**config.mk**
```make
export PLATFORM = sky130hd
export DESIGN_NAME = mips32_fetch_unit
export DESIGN_NICKNAME = d
export VERILOG_FILES = /design/src/rtl/mips32_fetch_unit.sv
export SDC_FILE = /design/constraint.sdc
export NUM_CORES = 1
export LEC_CHECK = 0
export ABC_CLOCK_PERIOD_IN_PS = 15700
export CORE_MARGIN = 8
export CORE_UTILIZATION = 50
export CTS_CLUSTER_SIZE = 24
export DETAILED_ROUTE_END_ITERATION = 10
export PLACE_DENSITY = 0.83
export SLEW_MARGIN = 20
export SYNTH_ARGS = -nofsm -noshare
export SYNTH_HDL_FRONTEND = slang
export SYNTH_SLANG_ARGS = --single-unit
```
**constraint.sdc**
```tcl
create_clock -name clk -period 15.7 [get_ports clk]
set_clock_uncertainty 0.05 [all_clocks]
set_input_delay 3.925 -clock clk [delete_from_list [all_inputs] [get_ports clk]]
set_output_delay 3.925 -clock clk [all_outputs]
set_load 0.005 [all_outputs]
```
**src/rtl/mips32_fetch_unit.sv**
```systemverilog
// rtl/mips32_fetch_unit.sv - decoupled MIPS32 fetch: registered PC, req/ack imem port, instruction FIFO, redirect and precise fetch fault
module mips32_fetch_unit #(
  parameter logic [31:0] RESET_VECTOR = 32'h00400000,
  parameter int unsigned TEXT_BYTES   = 4096,
  parameter int unsigned IMEM_AW      = 10,
  parameter int unsigned FIFO_DEPTH   = 2
) (
  input  logic               clk,
  input  logic               rst,
  output logic               imem_req,
  output logic [IMEM_AW-1:0] imem_addr,
  input  logic               imem_ack,
  input  logic [31:0]        imem_rdata,
  input  logic               redirect_valid,
  input  logic [31:0]        redirect_pc,
  output logic               inst_valid,
  input  logic               inst_ready,
  output logic [31:0]        inst,
  output logic [31:0]        inst_pc,
  output logic               fault_valid,
  output logic [31:0]        fault_pc
);

  localparam int unsigned PW        = (FIFO_DEPTH > 1) ? $clog2(FIFO_DEPTH) : 1;
  localparam logic [31:0] TEXT_SIZE = 32'(TEXT_BYTES);
  localparam logic [PW:0] DEPTH_C   = (PW+1)'(FIFO_DEPTH);

  logic [31:0]        r_pc;
  logic [31:0]        r_fault_pc;
  logic               r_req;
  logic               r_drop;
  logic               r_fault;
  logic [IMEM_AW-1:0] r_addr;
  logic [PW-1:0]      r_wr_ptr;
  logic [PW-1:0]      r_rd_ptr;
  logic [PW:0]        r_count;
  logic [31:0]        r_fifo_inst [FIFO_DEPTH];
  logic [31:0]        r_fifo_pc   [FIFO_DEPTH];

  logic [31:0] w_off;
  logic        w_pc_ok;
  logic        w_ack;
  logic        w_push;
  logic        w_pop;
  logic        w_issue;
  logic        w_fault_set;

  // Unsigned subtraction makes PCs below the window wrap to huge offsets.
  assign w_off       = r_pc - RESET_VECTOR;
  assign w_pc_ok     = (w_off < TEXT_SIZE) && (r_pc[1:0] == 2'b00);
  assign w_ack       = imem_ack & r_req;
  assign w_push      = w_ack & ~r_drop;
  assign w_pop       = inst_valid & inst_ready;
  assign w_issue     = ~r_req & ~redirect_valid & ~r_fault & w_pc_ok & (r_count < DEPTH_C);
  assign w_fault_set = ~redirect_valid & ~w_pc_ok & ~r_fault & ~r_req & (r_count == '0);

  assign imem_req    = r_req;
  assign imem_addr   = r_addr;
  assign inst_valid  = (r_count != '0) && !r_fault;
  assign inst        = inst_valid ? r_fifo_inst[r_rd_ptr] : 32'h0;
  assign inst_pc     = inst_valid ? r_fifo_pc[r_rd_ptr] : 32'h0;
  assign fault_valid = r_fault;
  assign fault_pc    = r_fault_pc;

  always_ff @(posedge clk) begin
    if (rst) begin
      r_pc       <= RESET_VECTOR;
      r_req      <= 1'b0;
      r_addr     <= '0;
      r_drop     <= 1'b0;
      r_fault    <= 1'b0;
      r_fault_pc <= 32'h0;
      r_wr_ptr   <= '0;
      r_rd_ptr   <= '0;
      r_count    <= '0;
    end else begin
      // The address is latched at issue so it stays put across a redirect.
      if (w_ack) begin
        r_req <= 1'b0;
      end else if (w_issue) begin
        r_req  <= 1'b1;
        r_addr <= w_off[IMEM_AW+1:2];
      end

      if (redirect_valid) begin
        r_pc     <= redirect_pc;
        r_fault  <= 1'b0;
        r_drop   <= r_req & ~imem_ack;
        r_wr_ptr <= '0;
        r_rd_ptr <= '0;
        r_count  <= '0;
      end else begin
        if (w_ack && r_drop) r_drop <= 1'b0;
        if (w_push) begin
          r_pc     <= r_pc + 32'd4;
          r_wr_ptr <= r_wr_ptr + PW'(1);
        end
        if (w_pop) r_rd_ptr <= r_rd_ptr + PW'(1);
        r_count <= r_count + (PW+1)'(w_push) - (PW+1)'(w_pop);
        if (w_fault_set) begin
          r_fault    <= 1'b1;
          r_fault_pc <= r_pc;
        end
      end
    end
  end

  always_ff @(posedge clk) begin
    if (w_push && !redirect_valid) begin
      r_fifo_inst[r_wr_ptr] <= imem_rdata;
      r_fifo_pc[r_wr_ptr]   <= r_pc;
    end
  end

endmodule

```
Word level (Yosys, flattened, before mapping)
Memory sizes are Yosys's and may differ from the RTL's. A register that Yosys moved wholly into a read port is not among the register bits.
Index checks and enable logic that the tools add are counted.

storage, ports and cells
  input port bits = 69
  word-level logic and storage cells = 65
  register bits after elaboration = 81
  output and inout bits = 109
  RAM bits = 128
  memories kept = 2

cells by class
  $add $sub $neg = 6
  bitwise logic cells = 19
  reductions and logical operators = 15
  muxes and demuxes = 12
  $lt $le $gt $ge = 2

memories
  memory       words  width  read ports  clocked after memory_dff  write ports  line  source
  r_fifo_inst  2      32     1           1                         1            37    logic [31:0] r_fifo_inst [FIFO_DEPTH];
  r_fifo_pc    2      32     1           1                         1            38    logic [31:0] r_fifo_pc [FIFO_DEPTH];

operators by type and width
  kind                                                                     number
  32-bit two-way mux                                                       4
  32-bit by 3-bit adder with 32-bit output (second input constant)         1
  32-bit by 13-bit < comparator with 1-bit output (second input constant)  1
  32-bit by 23-bit subtractor with 32-bit output (second input constant)   1
  1-bit bitwise AND                                                        12
  1-bit two-way mux                                                        8
  1-bit inverter                                                           7
  2-bit nonzero test                                                       3
  1-bit logical AND                                                        4
  2-bit logical NOT                                                        2
  2-bit AND reduction                                                      2
  2-bit OR reduction                                                       2
  1-bit adder (second input constant)                                      2
  2-bit by 1-bit adder with 2-bit output                                   1
  1-bit logical NOT                                                        2
  2-bit < comparator (second input constant)                               1
  2-bit by 1-bit subtractor with 2-bit output                              1

Depth between registers and ports, before layout
Gate-level depths: netlist of the first run.

  word-level depth = 9
  gate-level depth with buffers = 9
  depth with buffers taken out = 9

Worst setup path before layout of the first run
Ideal clock, no wire load.

  kind = input port to flip-flop
  start = input port redirect_valid
  end = memory r_fifo_inst[0][0], enable pin
  stages = 3
  slack = 6323 ps
  data required time = 15086 ps
  path buffers = 2
  data arrival time = 8762 ps
  cell sequence = clkbuf_1 clkbuf_1 nor3_1

on the way
  longest elaborated chain between the ends = 4

ends and longest elaborated chain
  item                                     line  source
  from (decl)                              14    input logic redirect_valid,
  1-bit logical NOT                        109   if (w_push && !redirect_valid) begin
  1-bit logical AND                        109
  1-bit two-way mux                        109
  1-bit two-way mux (not written as such)  110   r_fifo_inst[r_wr_ptr] <= imem_rdata;
  to (decl)                                37

No other way between the ends.

==> impl_summary.log, run 1 <==
INFO  metric run_status = complete, no violations
INFO  metric fin_hold_ws = 0.4237 ns
INFO  metric worst_hold_startpoint = fault_pc[27]
INFO  metric worstPathRequired = between 10 and 15 ns
INFO  metric layout.cells.non_filler = between 1000 and 1500
INFO  metric cts_inserted_buffers = 21
INFO  metric post_synth_instance_area = between 8000 and 9000 sq um
INFO  metric timing.rr.start = imem_req
INFO  metric yosys_warnings = 0
INFO  metric die-width = around 150 um
INFO  metric setup.worst_path.end_class = output pin
INFO  metric floorplan.initialDensity = 0.5112
INFO  metric regArea = between 5000 and 6000 sq um
INFO  metric worst-slew-pin-transition = 1.030 ns
INFO  metric power_leakage = ~3.8 nW
INFO  metric fmax = ~0.16 GHz
INFO  metric detail_route.first_pass.iterations = 4
INFO  metric dp.final_hpwl = around 13000 um
INFO  metric drt.antenna.violating_nets = 0
INFO  metric relSlewSlack = 0.3134
INFO  metric hold_violations = 0
INFO  metric setup_viol = 0
INFO  metric post-route-period-util = 0.3993
INFO  metric irDropWorstVdd = about 64 uV
INFO  metric startpoint_type = flip-flop
INFO  metric detail_route.vias_per_cell = 5.352
INFO  metric first_global_vias = approximately 5800
INFO  metric gp_congestion = about 0.9
INFO  metric portBuffers = between 150 and 200
INFO  metric timing.max_cap.violations = 0
INFO  metric die-height = 149.0 um
INFO  metric worstSkewPairLatency = 0.48 ns
INFO  metric main_combinational_cell_family_by_area_after_synthesis = simple AND/OR/NAND/NOR gates
INFO  metric arrival = between 2 and 2.5 ns
INFO  metric post_drt_wl_per_cell = approximately 18 um
INFO  metric worst_hold_path_type = reg2reg
INFO  metric pwr_density_cell = 97.63 nW/um^2
INFO  metric tns = 0 ns
INFO  metric post-route-min-period = roughly 6.3 ns
INFO  metric clock_path_buffers = 3
INFO  metric design.die.area = approximately 22000 sq um
INFO  metric worst_setup_hold_path_clk_slew = 0.06 ns
INFO  metric num_antenna_cells = 0
INFO  metric postSynthRegisterBits = 210
INFO  metric post_synth_and_or_nand_nor_area_fraction = 0.1639
INFO  metric total_power = between 1 and 1.5 mW
INFO  metric cts_resized = 0
INFO  metric grt_max_degree = between 100 and 150
INFO  metric critPathKind = reg2out
INFO  metric placed_cells = about 1100
INFO  metric remaining_drc_errors = 0
INFO  metric io-pin-count = ~180
INFO  metric synth_nets = around 800
INFO  metric htreeDepth = 1
INFO  metric finalWirelength = around 20000 um
INFO  metric seq_area_frac_synth = 0.6203
INFO  metric clock_tree.root_cell = sky130_fd_sc_hd__clkbuf_16
INFO  metric drt_iter0_drc = ~490
INFO  metric synth_compound_gate_area_share = 0.04726
INFO  metric drive_above_1_share = 0.04916
INFO  metric hold_buffers = 0
INFO  metric cts_tree = built
INFO  metric grt_util_all_layers = 0.1759
INFO  metric syn_avg_cell_area = around 12 sq um
INFO  metric synth-async-reset-ratio = 0
INFO  metric core_area = between 15000 and 20000 sq um
INFO  metric synth_edf_count = 128
INFO  metric synth-main-ff-cell = sky130_fd_sc_hd__edfxtp_1
INFO  metric synthXorXnorAreaFrac = 0.01387
INFO  metric synth_mux_area_frac = 0.1234
INFO  metric design.final.nets = around 950
INFO  metric slew_violations = 0
INFO  metric post_synth_num_cell_types = 44
INFO  metric cts_setup_buffers = 0
INFO  metric postSynthCellCount = 721
INFO  metric standard_cell_area_after_detailed_placement = 10760 sq um
INFO  metric areaGrowthSynthToFinish = 28.71%
INFO  metric fillCellCount = approximately 1300
INFO  metric grt_antenna_before_repair = 0
INFO  metric final_design_area_no_fill = approximately 11000 sq um
INFO  metric multi_input_area = about 3100 sq um
INFO  metric global_route_total_overflow = 0
INFO  metric std_cell_rows = between 40 and 50
INFO  metric post_synth_fa_ha_maj_area_fraction = 0.004245
INFO  metric grt_setup_unrepaired = no
INFO  metric crit_path_max_fanout = 45
INFO  metric route.vias.total = about 6000
INFO  metric first_pass_grt_wire_length = approximately 31000 um
INFO  metric numClockSinks = 210
## flip-flops by register name (all words and copies together), names as in the netlist, 2 cells and up, named ones only
signal,count
fault_pc,32
imem_addr,10
r_count,2
r_fifo_inst,64
r_fifo_pc,64
r_pc,32
## critical path: stages (launching register included)
cell	delay (ns)
sky130_fd_sc_hd__dfxtp_4	0.59
sky130_fd_sc_hd__buf_16	0.32
sky130_fd_sc_hd__mux2i_1	0.29
sky130_fd_sc_hd__nor2_1	0.07
sky130_fd_sc_hd__clkdlybuf4s50_1	0.48
## cell usage in the layout (no fill, tap or decap), types with 2 or more instances in the layout
| master | instances |
|---|---|
| sky130_fd_sc_hd__clkdlybuf4s50_1 | 176 |
| sky130_fd_sc_hd__edfxtp_1 | 128 |
| sky130_fd_sc_hd__mux2i_1 | 109 |
| sky130_fd_sc_hd__nor2_1 | 93 |
| sky130_fd_sc_hd__dfxtp_1 | 81 |
| sky130_fd_sc_hd__nand2b_1 | 74 |
| sky130_fd_sc_hd__clkbuf_16 | 21 |
| sky130_fd_sc_hd__or4_1 | 19 |
| sky130_fd_sc_hd__nand2_1 | 15 |
| sky130_fd_sc_hd__nand3_1 | 13 |
| sky130_fd_sc_hd__a211oi_1 | 13 |
| sky130_fd_sc_hd__a311oi_1 | 12 |
| sky130_fd_sc_hd__inv_1 | 10 |
| sky130_fd_sc_hd__nor4_1 | 10 |
| sky130_fd_sc_hd__nor3_1 | 10 |
| sky130_fd_sc_hd__o31ai_1 | 9 |
| sky130_fd_sc_hd__xnor2_1 | 9 |
| sky130_fd_sc_hd__o21ai_0 | 8 |
| sky130_fd_sc_hd__or3_1 | 8 |
| sky130_fd_sc_hd__nand4_1 | 6 |
| sky130_fd_sc_hd__clkinv_1 | 6 |
| sky130_fd_sc_hd__buf_4 | 6 |
| sky130_fd_sc_hd__a21oi_1 | 5 |
| sky130_fd_sc_hd__xor2_1 | 5 |
| sky130_fd_sc_hd__and4_1 | 4 |
| sky130_fd_sc_hd__nor3b_1 | 4 |
| sky130_fd_sc_hd__clkinv_2 | 4 |
| sky130_fd_sc_hd__clkbuf_1 | 4 |
| sky130_fd_sc_hd__and2_1 | 3 |
| sky130_fd_sc_hd__ha_1 | 3 |
| sky130_fd_sc_hd__o21bai_1 | 2 |
| sky130_fd_sc_hd__a2111oi_0 | 2 |
| sky130_fd_sc_hd__clkinvlp_2 | 2 |
## area by class of cell
cell class | instances | share of cell area
flip-flops and latches | 210 | 0.4823
multi-input cells | 453 | 0.2756
repair buffers | 184 | 0.1616
clock buffers | 25 | 0.04749
well taps | 225 | 0.02474
clock inverters | 12 | 0.004617
inverters | 11 | 0.003628
## layer usage
metal  share of wire  global-route usage  vias up  routed length [um]
met5               0                   0        -                   0
met3           0.075             0.03610       31                1534
met1            0.45              0.2431     2802                9173
met4           0.017             0.04997        0                 350
met2            0.46              0.2753      216                9392
li1                -                   -     2945                   -
## cell families (layout without fill, tap and decap cells)
family | after synthesis | after routing
adder cells (fa/ha/maj) | 3 | 3
flip-flops | 210 | 210
multiplexers | 109 | 109
AO/OA/AOI/OAI | 57 | 57
XOR/XNOR | 14 | 14
AND/OR/NAND/NOR | 270 | 270
buffers and inverters | 58 | 232
## metrics by stage
step / setup WS (ns) / util
after floorplan: 6.323 / -
after global placement: 9.165 / 0.6221
after detailed placement: 9.077 / 0.6221
after CTS: 9.163 / 0.6564
after global routing: 9.320 / 0.6580
final: 9.432 / 0.6580
## path summary, 6_finish.rpt
| kind | to | slack, ns | depth (start not counted) |
|---|---|---|---|
| setup reg to reg | r_fifo_pc[1][15] | 13.10 | 3 |
| setup / recovery | inst_pc[30] | 9.43 | 4 |
| hold reg to reg | fault_pc[27] | 0.42 | 2 |
| hold / removal | fault_pc[27] | 0.42 | 2 |
## where the power goes
group          leakage (nW)  internal, mW  total (mW)  switching, mW
registers              1.83         0.595       0.611         0.0168
logic                  1.64        0.0383      0.0650         0.0266
clock network         0.289         0.244       0.435          0.190
total                  3.76         0.877        1.11          0.234
## cell usage after synthesis, types with 3 or more instances
cell type,n,area share
sky130_fd_sc_hd__buf_2,5,0.0028
sky130_fd_sc_hd__a21oi_1,5,0.0028
sky130_fd_sc_hd__ha_1,3,0.0042
sky130_fd_sc_hd__nor3_1,11,0.0062
sky130_fd_sc_hd__and2_1,3,0.0021
sky130_fd_sc_hd__buf_1,12,0.0051
sky130_fd_sc_hd__nand2b_1,74,0.052
sky130_fd_sc_hd__nor3b_1,4,0.0034
sky130_fd_sc_hd__clkbuf_1,28,0.012
sky130_fd_sc_hd__nand2_1,15,0.0064
sky130_fd_sc_hd__xnor2_1,9,0.0089
sky130_fd_sc_hd__xor2_1,5,0.0050
sky130_fd_sc_hd__o21bai_1,3,0.0025
sky130_fd_sc_hd__a211oi_1,13,0.011
sky130_fd_sc_hd__inv_1,10,0.0042
sky130_fd_sc_hd__o31ai_1,9,0.0076
sky130_fd_sc_hd__nand3_1,13,0.0074
sky130_fd_sc_hd__dfxtp_1,82,0.19
sky130_fd_sc_hd__and4_1,4,0.0040
sky130_fd_sc_hd__nor4_1,10,0.0071
sky130_fd_sc_hd__edfxtp_1,128,0.43
sky130_fd_sc_hd__o21ai_0,8,0.0045
sky130_fd_sc_hd__or4_1,19,0.016
sky130_fd_sc_hd__mux2i_1,109,0.12
sky130_fd_sc_hd__nand4_1,6,0.0042
sky130_fd_sc_hd__a311oi_1,12,0.012
sky130_fd_sc_hd__or3_1,8,0.0057
sky130_fd_sc_hd__nor2_1,93,0.039
No activity file was read; power rests on OpenSTA's default activity.
==> run 2: changes to the inputs <==
--- a/config.mk
+++ b/config.mk
@@ -5,12 +5,12 @@
 export SDC_FILE = /design/constraint.sdc
 export NUM_CORES = 1
 export LEC_CHECK = 0
-export ABC_CLOCK_PERIOD_IN_PS = 15700
+export ABC_CLOCK_PERIOD_IN_PS = 5700
 export CORE_MARGIN = 8
-export CORE_UTILIZATION = 50
+export CORE_UTILIZATION = 47
 export CTS_CLUSTER_SIZE = 24
 export DETAILED_ROUTE_END_ITERATION = 10
-export PLACE_DENSITY = 0.83
+export PLACE_DENSITY = 0.82
 export SLEW_MARGIN = 20
 export SYNTH_ARGS = -nofsm -noshare
 export SYNTH_HDL_FRONTEND = slang
==> constraint.sdc (replaced) <==
create_clock -name clk -period 5.7 [get_ports clk]
set_clock_uncertainty 0.05 [all_clocks]
set_input_delay 1.425 -clock clk [delete_from_list [all_inputs] [get_ports clk]]
set_output_delay 1.425 -clock clk [all_outputs]
set_load 0.005 [all_outputs]
==> impl_summary.log, run 2 (same netlist as run 1, synthesis figures left out) <==
INFO  metric run_status = complete, no violations
INFO  metric slew_violations = 0 (unchanged)
INFO  metric critical_path.top_delay_family = buffers and inverters
INFO  metric worstSkewPairLatency = 0.49 ns (about the same)
INFO  metric first_global_vias = 6022 (+4.0%)
INFO  metric htreeDepth = 1 (unchanged)
INFO  metric grt_antenna_before_repair = 0 (unchanged)
INFO  metric worst_setup_hold_path_clk_slew = 0.06 ns (about the same)
INFO  metric fin_hold_ws = 0.4213 ns (-0.002403 ns)
INFO  metric p_switching = 0.6754 mW (+190%)
INFO  metric regArea = 5489 sq um (unchanged)
INFO  metric standard_cell_area_after_detailed_placement = 10790 sq um (+0.30%)
INFO  metric grt_util_all_layers = 0.1760 (about the same)
INFO  metric critPathBufInv = 2 (unchanged)
INFO  metric global_route_total_overflow = 0 (unchanged)
INFO  metric remaining_drc_errors = 0 (unchanged)
INFO  metric power_leakage = 3.831 nW (+1.9%)
INFO  metric grt_max_degree = 93 (-24%)
INFO  metric dp.final_hpwl = 14100 um (+4.7%)
INFO  metric grt_setup_unrepaired = no
INFO  metric pwr-share-comb = 0.055 (-0.003)
INFO  metric design.die.area = 23460 sq um (+5.7%)
INFO  metric fmax = roughly 0.24 GHz
INFO  metric layout.cells.most_common_list = sky130_fd_sc_hd__clkdlybuf4s50_1 (176), sky130_fd_sc_hd__edfxtp_1 (128), sky130_fd_sc_hd__mux2i_1 (109)
INFO  metric cts_setup_buffers = 0 (unchanged)
INFO  metric timing.max_cap.violations = 0 (unchanged)
INFO  metric route.vias.total = 6050 (+0.93%)
INFO  metric drive_above_1_share = 0.05667 (+0.007505)
INFO  metric post-route-min-period = approximately 4.2 ns
INFO  metric relSlewSlack = 0.3036 (-0.009818)
INFO  metric pre_cts_ws = 1.505 ns (-7.572 ns)
INFO  metric setup.worst_path.end_class = output pin
INFO  metric layout.cells.non_filler = 1134 (+1.3%)
INFO  metric final_common_cell = sky130_fd_sc_hd__clkdlybuf4s50_1
INFO  metric crit_path_max_fanout = 39 (-13%)
INFO  metric detail_route.vias_per_cell = 5.335 (-0.31%)
INFO  metric drt_iter0_drc = 383 (-22%)
INFO  metric tns = 0 ns (unchanged)
INFO  metric cts_tree = built
INFO  metric startpoint_type = flip-flop
INFO  metric floorplan.initialDensity = 0.4759 (-0.03532)
INFO  metric io-pin-count = 178 (unchanged)
INFO  metric power.share.switching = 0.2084 (-0.002123)
INFO  metric cp_slowest_stage_delay = 0.83 ns (+0.24 ns)
INFO  metric finalWirelength = 21200 um (+3.7%)
INFO  metric irDropWorstVdd = 179.6 uV (+180%)
INFO  metric drt.antenna.violating_nets = 0 (unchanged)
INFO  metric worst_path_max_delay_cell = sky130_fd_sc_hd__o21bai_4
INFO  metric num_antenna_cells = 0 (unchanged)
INFO  metric clock_tree.root_cell = sky130_fd_sc_hd__clkbuf_16
INFO  metric multi_input_area = 3143 sq um (+0.20%)
INFO  metric worstPathRequired = 4.22 ns (-7.51 ns)
INFO  metric first_pass_grt_wire_length = 33570 um (+6.7%)
INFO  metric numClockSinks = 210 (unchanged)
INFO  metric areaGrowthSynthToFinish = 30.35%
INFO  metric critPathKind = reg2out
INFO  metric placed_cells = 1093 (+1.0%)
INFO  metric post-route-period-util = 0.7293
INFO  metric detail_route.first_pass.iterations = 5 (+1)
INFO  metric design.final.nets = 956 (+0.31%)
INFO  metric cell_chain_critical_path = o21bai_4 -> buf_4 -> nor2_1 -> clkdlybuf4s50_1
INFO  metric die-width = 153.2 um (+2.8%)
INFO  metric power_frac_clock = 0.425 (+0.034)
INFO  metric internal_power = 2.566 mW (+190%)
INFO  metric arrival = 2.68 ns (+0.39 ns)
INFO  metric setup_viol = 0 (unchanged)
INFO  metric gp_congestion = 0.8269 (-5.6%)
INFO  metric largestRegisters = r_fifo_inst x64, r_fifo_pc x64
INFO  metric fillCellCount = 1460 (+9.7%)
INFO  metric pwr-share-seq = 0.520 (-0.030)
INFO  metric post_drt_wl_per_cell = 18.70 um (+2.4%)
INFO  metric die-height = 153.2 um (+2.8%)
INFO  metric cts_inserted_buffers = 22 (+4.8%)
INFO  metric hold_buffers = 0 (unchanged)
INFO  metric core_area = 18580 sq um (+7.4%)
INFO  metric worst-slew-pin-transition = 1.042 ns (+0.01195 ns)
INFO  metric final_design_area_no_fill = 11530 sq um (+1.3%)
INFO  metric pwr_density_cell = 281.2 nW/um^2 (+190%)
INFO  metric cts_resized = 0 (unchanged)
INFO  metric portBuffers = 177 (unchanged)
INFO  metric worst_slack = 1.543 ns (-7.889 ns)
INFO  metric worst_hold_path_type = reg2reg
INFO  metric clock_path_buffers = 3 (unchanged)
INFO  metric hold_violations = 0 (unchanged)
INFO  metric std_cell_rows = 50 (+4.2%)
==> run 2: per-layer routing <==
layer  vias up  global-route usage  part of all wire
met5         -                   0                 0
met2       211              0.2782              0.46
met1      2850              0.2377              0.46
met4         0             0.04383             0.016
met3        27             0.04483             0.072
li1       2962                   -                 -
==> run 2: final cells by class <==
type / count / area share
multi-input cells: 453 / 0.2727
well taps: 234 / 0.02540
clock buffers: 36 / 0.05970
repair buffers: 186 / 0.1609
flip-flops and latches: 210 / 0.4762
inverters: 11 / 0.003582
clock inverters: 4 / 0.001520
==> run 2: tightest hold or removal path, delay by kind of cell (launching register included) <==
family / cells / cell delay [ns]
AND/OR/NAND/NOR: 1 / 0.06
flip-flops: 1 / 0.31
multiplexers: 1 / 0.05
==> run 2: power by group through the flow <==
stage          sequential (mW)  clock, mW  combinational [mW]
5_1_grt                   1.69       1.46               0.195
6_report                  1.68       1.38               0.179
4_1_cts                   1.68       1.40               0.180
2_1_floorplan             1.70          0              0.0875
3_3_place_gp              1.71          0               0.175
3_5_place_dp              1.72          0               0.179
==> run 2: path summary, 6_finish.rpt <==
| path | startpoint | to | slack [ns] | cells after the start |
|---|---|---|---|---|
| setup / recovery | r_count[1] | inst_pc[16] | 1.54 | 4 |
| hold / removal | fault_pc[5] | fault_pc[5] | 0.42 | 2 |
| setup reg to reg | r_count[1] | r_count[1] | 3.08 | 9 |
| hold reg to reg | fault_pc[5] | fault_pc[5] | 0.42 | 2 |
==> run 2: metrics by stage <==
stage | power [mW] | util
CTS | 3.266 | 0.6189
detailed placement | 1.894 | 0.5809
global route | 3.345 | 0.6203
floorplan | 1.785 | -
global placement | 1.890 | 0.5809
finish | 3.241 | 0.6203
